==> config.mk <==
export PLATFORM = sky130hd
export DESIGN_NAME = flag_branch_unit
export DESIGN_NICKNAME = d
export VERILOG_FILES = /design/src/rtl/flag_branch_unit_pkg.sv /design/src/rtl/flag_branch_unit_branch_cond.sv /design/src/rtl/flag_branch_unit.sv
export SDC_FILE = /design/constraint.sdc
export NUM_CORES = 1
export LEC_CHECK = 0
export CORE_MARGIN = 1
export CORE_UTILIZATION = 44
export CTS_BUF_LIST = sky130_fd_sc_hd__clkbuf_16
export DETAILED_ROUTE_END_ITERATION = 10
export PLACE_DENSITY = 0.77
export SYNTH_ARGS = -nofsm -noshare
export SYNTH_HDL_FRONTEND = slang
export SYNTH_SLANG_ARGS = --single-unit
==> constraint.sdc <==
create_clock -name clk -period 5.74 [get_ports clk]
set_clock_uncertainty 0.1 [all_clocks]
set_input_delay 0.574 -clock clk [delete_from_list [all_inputs] [get_ports clk]]
set_output_delay 0.574 -clock clk [all_outputs]
set_load 0.005 [all_outputs]
==> src/rtl/flag_branch_unit_pkg.sv <==
// Shared definitions for the flag register / conditional branch resolver.
// ALU op codes, branch condition codes, flag bit positions and FSM states.
package flag_branch_unit_pkg;

    typedef enum logic [2:0] {
        ALU_ADD    = 3'b000,
        ALU_SUB    = 3'b001,
        ALU_RED    = 3'b010,
        ALU_XOR    = 3'b011,
        ALU_SLL    = 3'b100,
        ALU_SRA    = 3'b101,
        ALU_ROR    = 3'b110,
        ALU_PADDSB = 3'b111
    } alu_op_e;

    typedef enum logic [2:0] {
        COND_NE = 3'b000,
        COND_EQ = 3'b001,
        COND_GT = 3'b010,
        COND_LT = 3'b011,
        COND_GE = 3'b100,
        COND_LE = 3'b101,
        COND_OV = 3'b110,
        COND_UN = 3'b111
    } cond_e;

    localparam int FLAG_Z = 2;
    localparam int FLAG_V = 1;
    localparam int FLAG_N = 0;

    typedef enum logic {
        ST_RESOLVE = 1'b0,
        ST_SHADOW  = 1'b1
    } state_e;

    // Which ZVN bits an ALU op is allowed to write.
    function automatic logic [2:0] flag_mask(input logic [2:0] op);
        logic [2:0] m;
        case (op)
            ALU_ADD, ALU_SUB:                   m = 3'b111;
            ALU_XOR, ALU_SLL, ALU_SRA, ALU_ROR: m = 3'b100;
            default:                            m = 3'b000;
        endcase
        return m;
    endfunction

endpackage

==> src/rtl/flag_branch_unit_branch_cond.sv <==
// Combinational branch condition evaluation on a ZVN flag vector.
module branch_cond
    import flag_branch_unit_pkg::*;
(
    input  logic [2:0] flags,
    input  logic [2:0] cond,
    output logic       taken
);

    logic w_z;
    logic w_v;
    logic w_n;

    assign w_z = flags[FLAG_Z];
    assign w_v = flags[FLAG_V];
    assign w_n = flags[FLAG_N];

    always_comb begin
        taken = 1'b0;
        case (cond)
            COND_NE: taken = !w_z;
            COND_EQ: taken = w_z;
            COND_GT: taken = !w_z && !w_n;
            COND_LT: taken = w_n;
            COND_GE: taken = w_z || !w_n;
            COND_LE: taken = w_z || w_n;
            COND_OV: taken = w_v;
            COND_UN: taken = 1'b1;
            default: taken = 1'b0;
        endcase
    end

endmodule

==> src/rtl/flag_branch_unit.sv <==
// Architectural ZVN flag register with EX->ID forwarding and a two-state
// branch resolver that emits a one-cycle redirect and counts taken branches.
module flag_branch_unit
    import flag_branch_unit_pkg::*;
(
    input  logic        clk,
    input  logic        rst_n,
    input  logic [2:0]  alu_flags,
    input  logic [2:0]  alu_ctl,
    input  logic        alu_valid,
    input  logic        br_valid,
    input  logic [2:0]  br_cond,
    input  logic [15:0] br_target,
    input  logic        stall,
    input  logic        flush,
    output logic [2:0]  flags_q,
    output logic        br_taken,
    output logic [15:0] redirect_pc,
    output logic        flush_if,
    output logic [15:0] taken_cnt
);

    logic [2:0]  r_flags;
    logic        r_br_taken;
    logic [15:0] r_redirect_pc;
    logic [15:0] r_taken_cnt;
    state_e      r_state;
    state_e      w_state_nxt;

    logic [2:0]  w_mask;
    logic [2:0]  w_flags_eff;
    logic        w_cond_true;
    logic        w_accept;
    logic        w_take;

    // Bits written this cycle are forwarded so a same-cycle branch sees them.
    assign w_mask      = (alu_valid && !stall) ? flag_mask(alu_ctl) : 3'b000;
    assign w_flags_eff = (r_flags & ~w_mask) | (alu_flags & w_mask);

    branch_cond u_branch_cond (
        .flags (w_flags_eff),
        .cond  (br_cond),
        .taken (w_cond_true)
    );

    always_ff @(posedge clk or negedge rst_n) begin
        if (!rst_n) begin
            r_state <= ST_RESOLVE;
        end else begin
            r_state <= w_state_nxt;
        end
    end

    always_comb begin
        w_state_nxt = r_state;
        if (flush) begin
            w_state_nxt = ST_RESOLVE;
        end else if (!stall) begin
            case (r_state)
                ST_RESOLVE: if (w_take) w_state_nxt = ST_SHADOW;
                ST_SHADOW:  w_state_nxt = ST_RESOLVE;
                default:    w_state_nxt = ST_RESOLVE;
            endcase
        end
    end

    // The slot behind a taken branch is wrong-path, so SHADOW never accepts.
    always_comb begin
        w_accept = br_valid && !stall && !flush && (r_state == ST_RESOLVE);
        w_take   = w_accept && w_cond_true;
    end

    always_ff @(posedge clk or negedge rst_n) begin
        if (!rst_n) begin
            r_flags       <= 3'b000;
            r_br_taken    <= 1'b0;
            r_redirect_pc <= 16'h0000;
            r_taken_cnt   <= 16'h0000;
        end else begin
            r_flags    <= w_flags_eff;
            r_br_taken <= w_take;
            if (w_take) begin
                r_redirect_pc <= br_target;
            end
            if (w_take && (r_taken_cnt != 16'hFFFF)) begin
                r_taken_cnt <= r_taken_cnt + 16'd1;
            end
        end
    end

    assign flags_q     = r_flags;
    assign br_taken    = r_br_taken;
    assign flush_if    = r_br_taken;
    assign redirect_pc = r_redirect_pc;
    assign taken_cnt   = r_taken_cnt;

endmodule
[After elaboration in Yosys (flattened, before gate mapping)]
Index checks and enable logic that the tools add are counted.
Storage, ports and cells
  register bits: 37
  input port bits: 31
  output and inout port bits: 37
  word-level logic and storage cells: 49
Operators by class
  add/sub/neg operators: 1
  equal/unequal tests: 14
  muxes and demuxes: 7
  bitwise logic cells: 5
  reduce and logical (&&, ||, !) cells: 17
Operators with widths (number)
  3-bit == test, second input constant: 7
  16-bit by 1-bit adder with 16-bit output, second input constant: 1
  16-bit != test, second input constant: 1
  3-bit by 2-bit == test with 1-bit output, second input constant: 3
  1-bit case mux with 8 select lines: 1
  1-bit logical AND: 7
  3-bit bitwise AND: 2
  3-bit by 1-bit == test with 1-bit output, second input constant: 2
  3-bit logical NOT: 2
  3-bit case mux with 2 select lines: 1
  1-bit logical NOT: 4
  4-bit OR reduction: 1
  1-bit two-way mux: 3
  3-bit two-way mux: 1
  3-bit NOT: 1
  3-bit bitwise OR: 1
  1-bit logical OR: 2
  2-bit by 1-bit != test with 1-bit output, second input constant: 1
  1-bit case mux with 2 select lines: 1
  2-bit OR reduction: 1
  1-bit NOT: 1

[Depth between registers and ports, before layout]
  depth in word-level cells: 15
  depth in mapped cells: 9
  mapped depth without buffers: 8

[Modules after synthesis]
Synthesis repeated with hierarchy kept, for this count alone.
Second synthesis, totals
  cells, all modules: 168
  area total of the unflattened synthesis: 1702.9 µm²
Modules (own cells, without submodules)
  flag_branch_unit: times used 1, cells an instance 157, area each 1626.6 µm², seq. area each 925.9 µm²
  branch_cond: times used 1, cells an instance 11, area each 76.3 µm², seq. area each 0.0 µm²

[Worst setup path after synthesis]
Ideal clock, no wire load.
  path kind: input -> register
  start: in alu_ctl[2]
  end: reg r_redirect_pc[0] (netlist: redirect_pc[0])
  library setup time: 128 ps
  arrival time: 2447 ps
  data required time: 5512 ps
  setup slack: 3065 ps
  stages: 8
  path buffers: 1
  path through: nor4b_4 -> mux2i_2 -> inv_2 -> a2111oi_2 -> a211oi_2 -> o21bai_2 -> buf_4 -> mux2_1
On the way
  word-level cells in the longest chain between the ends: 11
  elaborated cells on any way between the ends: 21
  classes of those cells: 5 x eq/ne; 3 x mux; 4 x bitwise; 9 x reduce/logical
RTL lines
  start, declared: RTL line flag_branch_unit.sv:9  | input logic [2:0] alu_ctl,
  3-bit by 2-bit == test with 1-bit output (tied with other cells): RTL line flag_branch_unit_pkg.sv:39  | case (op)
  4-bit OR reduction / 2-bit OR reduction (equally long branches): RTL line flag_branch_unit_pkg.sv:39
  3-bit case mux with 2 select lines *: RTL line flag_branch_unit_pkg.sv:39
  3-bit two-way mux *: RTL line flag_branch_unit.sv:37  | assign w_mask = (alu_valid && !stall) ? flag_mask(alu_ctl) : 3'b000;
  3-bit NOT: RTL line flag_branch_unit.sv:38  | assign w_flags_eff = (r_flags & ~w_mask) | (alu_flags & w_mask);
  3-bit bitwise AND: RTL line flag_branch_unit.sv:38
  3-bit bitwise OR *: RTL line flag_branch_unit.sv:38
  named net u_branch_cond.flags[0]: RTL line flag_branch_unit_branch_cond.sv:5  | input logic [2:0] flags,
  1-bit logical NOT: RTL line flag_branch_unit_branch_cond.sv:23, flag_branch_unit_branch_cond.sv:25
  1-bit logical OR / 1-bit logical AND (equally long branches): RTL line flag_branch_unit_branch_cond.sv:25, flag_branch_unit_branch_cond.sv:23
  1-bit case mux with 8 select lines *: RTL line flag_branch_unit_branch_cond.sv:20  | case (cond)
  1-bit logical AND *: RTL line flag_branch_unit.sv:70  | w_take = w_accept && w_cond_true;
  end signal, assigned: RTL line flag_branch_unit.sv:83  | r_redirect_pc <= br_target;
  end, declared: RTL line flag_branch_unit.sv:25  | logic [15:0] r_redirect_pc;
The timed path passes the listed nets; every way through them passes the cells marked *.
A chain may end at the register's enable or synchronous reset.

[Worst setup path in the final report]
Same ends and word-level chain as after synthesis.

==> results_dict.tcl <==
set metrics [dict create \
    status "complete, no violations" \
    synth-seq-cells 37 \
    remaining_drc_errors 0 \
    synth_edf_count 0 \
    yosysTopAreaCellShare 0.534 \
    drv_slew 0 \
    coreArea_mm2 0.00372 \
    n_fill_cell 280 \
    setup_viol 0 \
    fin_area_mm2 0.00258 \
    cts_tree "done" \
    ctsHoldBuffers 0 \
    cp.arrival_ns 3.64 \
    clkPwrFrac 0.304 \
    synth-simple-area-share 0.156 \
    cts_sinks 37 \
    avgRoutedWirePerCell_um 15.4 \
    startpoint_type "input port" \
    cts_buffers 5 \
    layout_commonest_cell "clkdlybuf4s50_1" \
    grt_pass1_wl_um 6580 \
    placed_cell_area_mm2 0.00244 \
    synth_mux_area_frac 0.125 \
    clkTransAtPathRegs_ns 0.06 \
    drive_gt1_frac 0.111 \
    die_h_um 64.8 \
    synth_top_cell_by_area "dfrtp_1" \
    ys.flop_type "dfrtp_1" \
    final_cell_mix "clkdlybuf4s50_1, dfrtp_1, mux2_1" \
    end_kind "register" \
    cap_violations 0 \
    vdd_drop_max_uv 268 \
    nets 238 \
    worstMarginPinSlew_ns 1.03 \
    firstDrtPassIters 4 \
    antenna_found_initial 0 \
    syn_area_per_cell_um2 12.8 \
    grt_max_degree 38 \
    insertion_delay_ns 0.27 \
    p_int_uw 630 \
    power_density_mw_per_mm2 328 \
    busiest_layer "met2" \
    whs_ns 0.388 \
    io_pins 68 \
    p_seq_frac 0.423 \
    synth_xor_xnor_area_share 0.0708 \
    io_buffer_count 67 \
    p_leak_uw 0.00108 \
    synth_top_family_by_area "simple AND/OR/NAND/NOR gates" \
    swShare 0.256 \
    ys_seq_area_frac 0.534 \
    initial_utilization 0.466 \
    hold_violations 0 \
    combPwrFrac 0.272 \
    dieWidth_um 64.8 \
    use_met3 0.0704 \
    die_area_mm2 0.00419 \
    grt_pass1_vias 1400 \
    n_antenna_cell 0 \
    place_congestion 0.818 \
    use_met1 0.251 \
    overflow 0 \
    synthAdderAreaFrac 0.00722 \
    totalWireLength_um 3940 \
    ant_nets 0 \
    power.switching_uw 216 \
    utilization 0.695 \
    regArea_um2 926 \
    postCtsSetupBuffers 0 \
    async_flop_share 1.00 \
    rsz0062_at_grt "false" \
    vias_per_cell 5.20 \
    crit_fanout 22 \
    critPathRequiredTime_ns 5.79 \
    period_minus_slack_ns 3.59 \
    rows 22 \
    ys_top_cells_by_area "dfrtp_1, mux2_1, xnor2_1" \
    use_met2 0.361 \
    placed_cells 247 \
    tns_ns 0 \
    ctsResizeCount 0 \
    dp_hpwl_um 2870 \
    hold_class "register to register" \
    drtIter0Drc 57 \
    cts_buffer_depth 2 \
    synth_cells 135 \
    cts_root_buffer "clkbuf_16" \
    multiInputGateArea_um2 754 \
    critPathKind "input port to register" \
    max_freq_mhz 279 \
    synth-compound-area-share 0.0765 \
    num_vias 1326 \
    grt_usage 0.212 \
    fin_crit_sh 0.625 \
    synth.net_count 167 \
    stdcell_count 255 \
    synth_warnings 0 \
    worst_slew_margin_rel 0.314 \
    h-tree-depth 2 \
    netlist-cell-type-count 40 \
    synth.cell_area_mm2 0.00173 \
    area_growth_pct 49.0 \
]
worst max-delay path, cell delays in order:
cell             delay (ns)
clkdlybuf4s50_1        0.49
nor4b_4                0.36
mux2i_2                0.42
inv_2                  0.08
a2111oi_2              0.40
a211oi_2               0.10
o21bai_2               0.81
mux2_1                 0.40
area by class of cell:
class / instances / area share
inverter: 5 / 0.00727
tap: 48 / 0.0233
multi-input combinational: 89 / 0.292
clock inverter: 3 / 0.00727
timing repair buffer: 68 / 0.263
clock buffer: 5 / 0.0485
sequential: 37 / 0.359
logic make-up after synthesis:
logic type / Yosys count
AO/OA/AOI/OAI: 14
XOR/XNOR: 14
adder cells (fa/ha/maj): 1
buffers and inverters: 9
flip-flops: 37
multiplexers: 19
AND/OR/NAND/NOR: 41
per-layer routing:
metal  share of wire  vias to the layer above  wire [um]
met5               0                        -          0
met4          0.0097                        0         38
met3           0.083                        4        328
met2            0.49                       52       1930
met1            0.42                      648       1630
li1                -                      622          -
through the flow:
stage | setup slack (ns) | power (uW)
after floorplan | 3.07 | 433
after global placement | 1.99 | 583
after detailed placement | 1.86 | 595
after CTS | 2.16 | 856
after global routing | 1.96 | 891
final | 2.15 | 846
cells in the mapped netlist, drive strengths merged, types with 3 or more instances:
library cell	number
a211oi	3
and3	6
buf	4
dfrtp	37
inv	5
mux2	18
nand2	6
nand2b	3
nand3	8
nand4	6
xnor2	13
flip-flops by register name, summed over array words and instances (netlist names):
register / cells
redirect_pc: 16
taken_cnt: 16
flags_q: 3
br_taken: 1
r_state: 1
path summary, 6_finish.rpt:
check                                 from         endpoint  slack (ns)  depth (start not counted)
setup / recovery                alu_ctl[2]   redirect_pc[0]        2.15                          8
hold / removal             redirect_pc[15]  redirect_pc[15]        0.39                          1
setup reg to reg                flags_q[2]   redirect_pc[0]        3.00                          6
hold reg to reg            redirect_pc[15]  redirect_pc[15]        0.39                          1
max in group asynchronous            rst_n     taken_cnt[8]        4.61                          2
min in group asynchronous            rst_n   redirect_pc[8]        0.61                          2
power groups by stage:
stage	combinational (uW)	sequential, uW	clock (uW)
floorplan	71.5	361	0
finish	230	358	258
CTS	235	359	263
detailed placement	233	363	0
global route	251	365	275
global placement	225	358	0
Power figures use the tool's default switching activity.
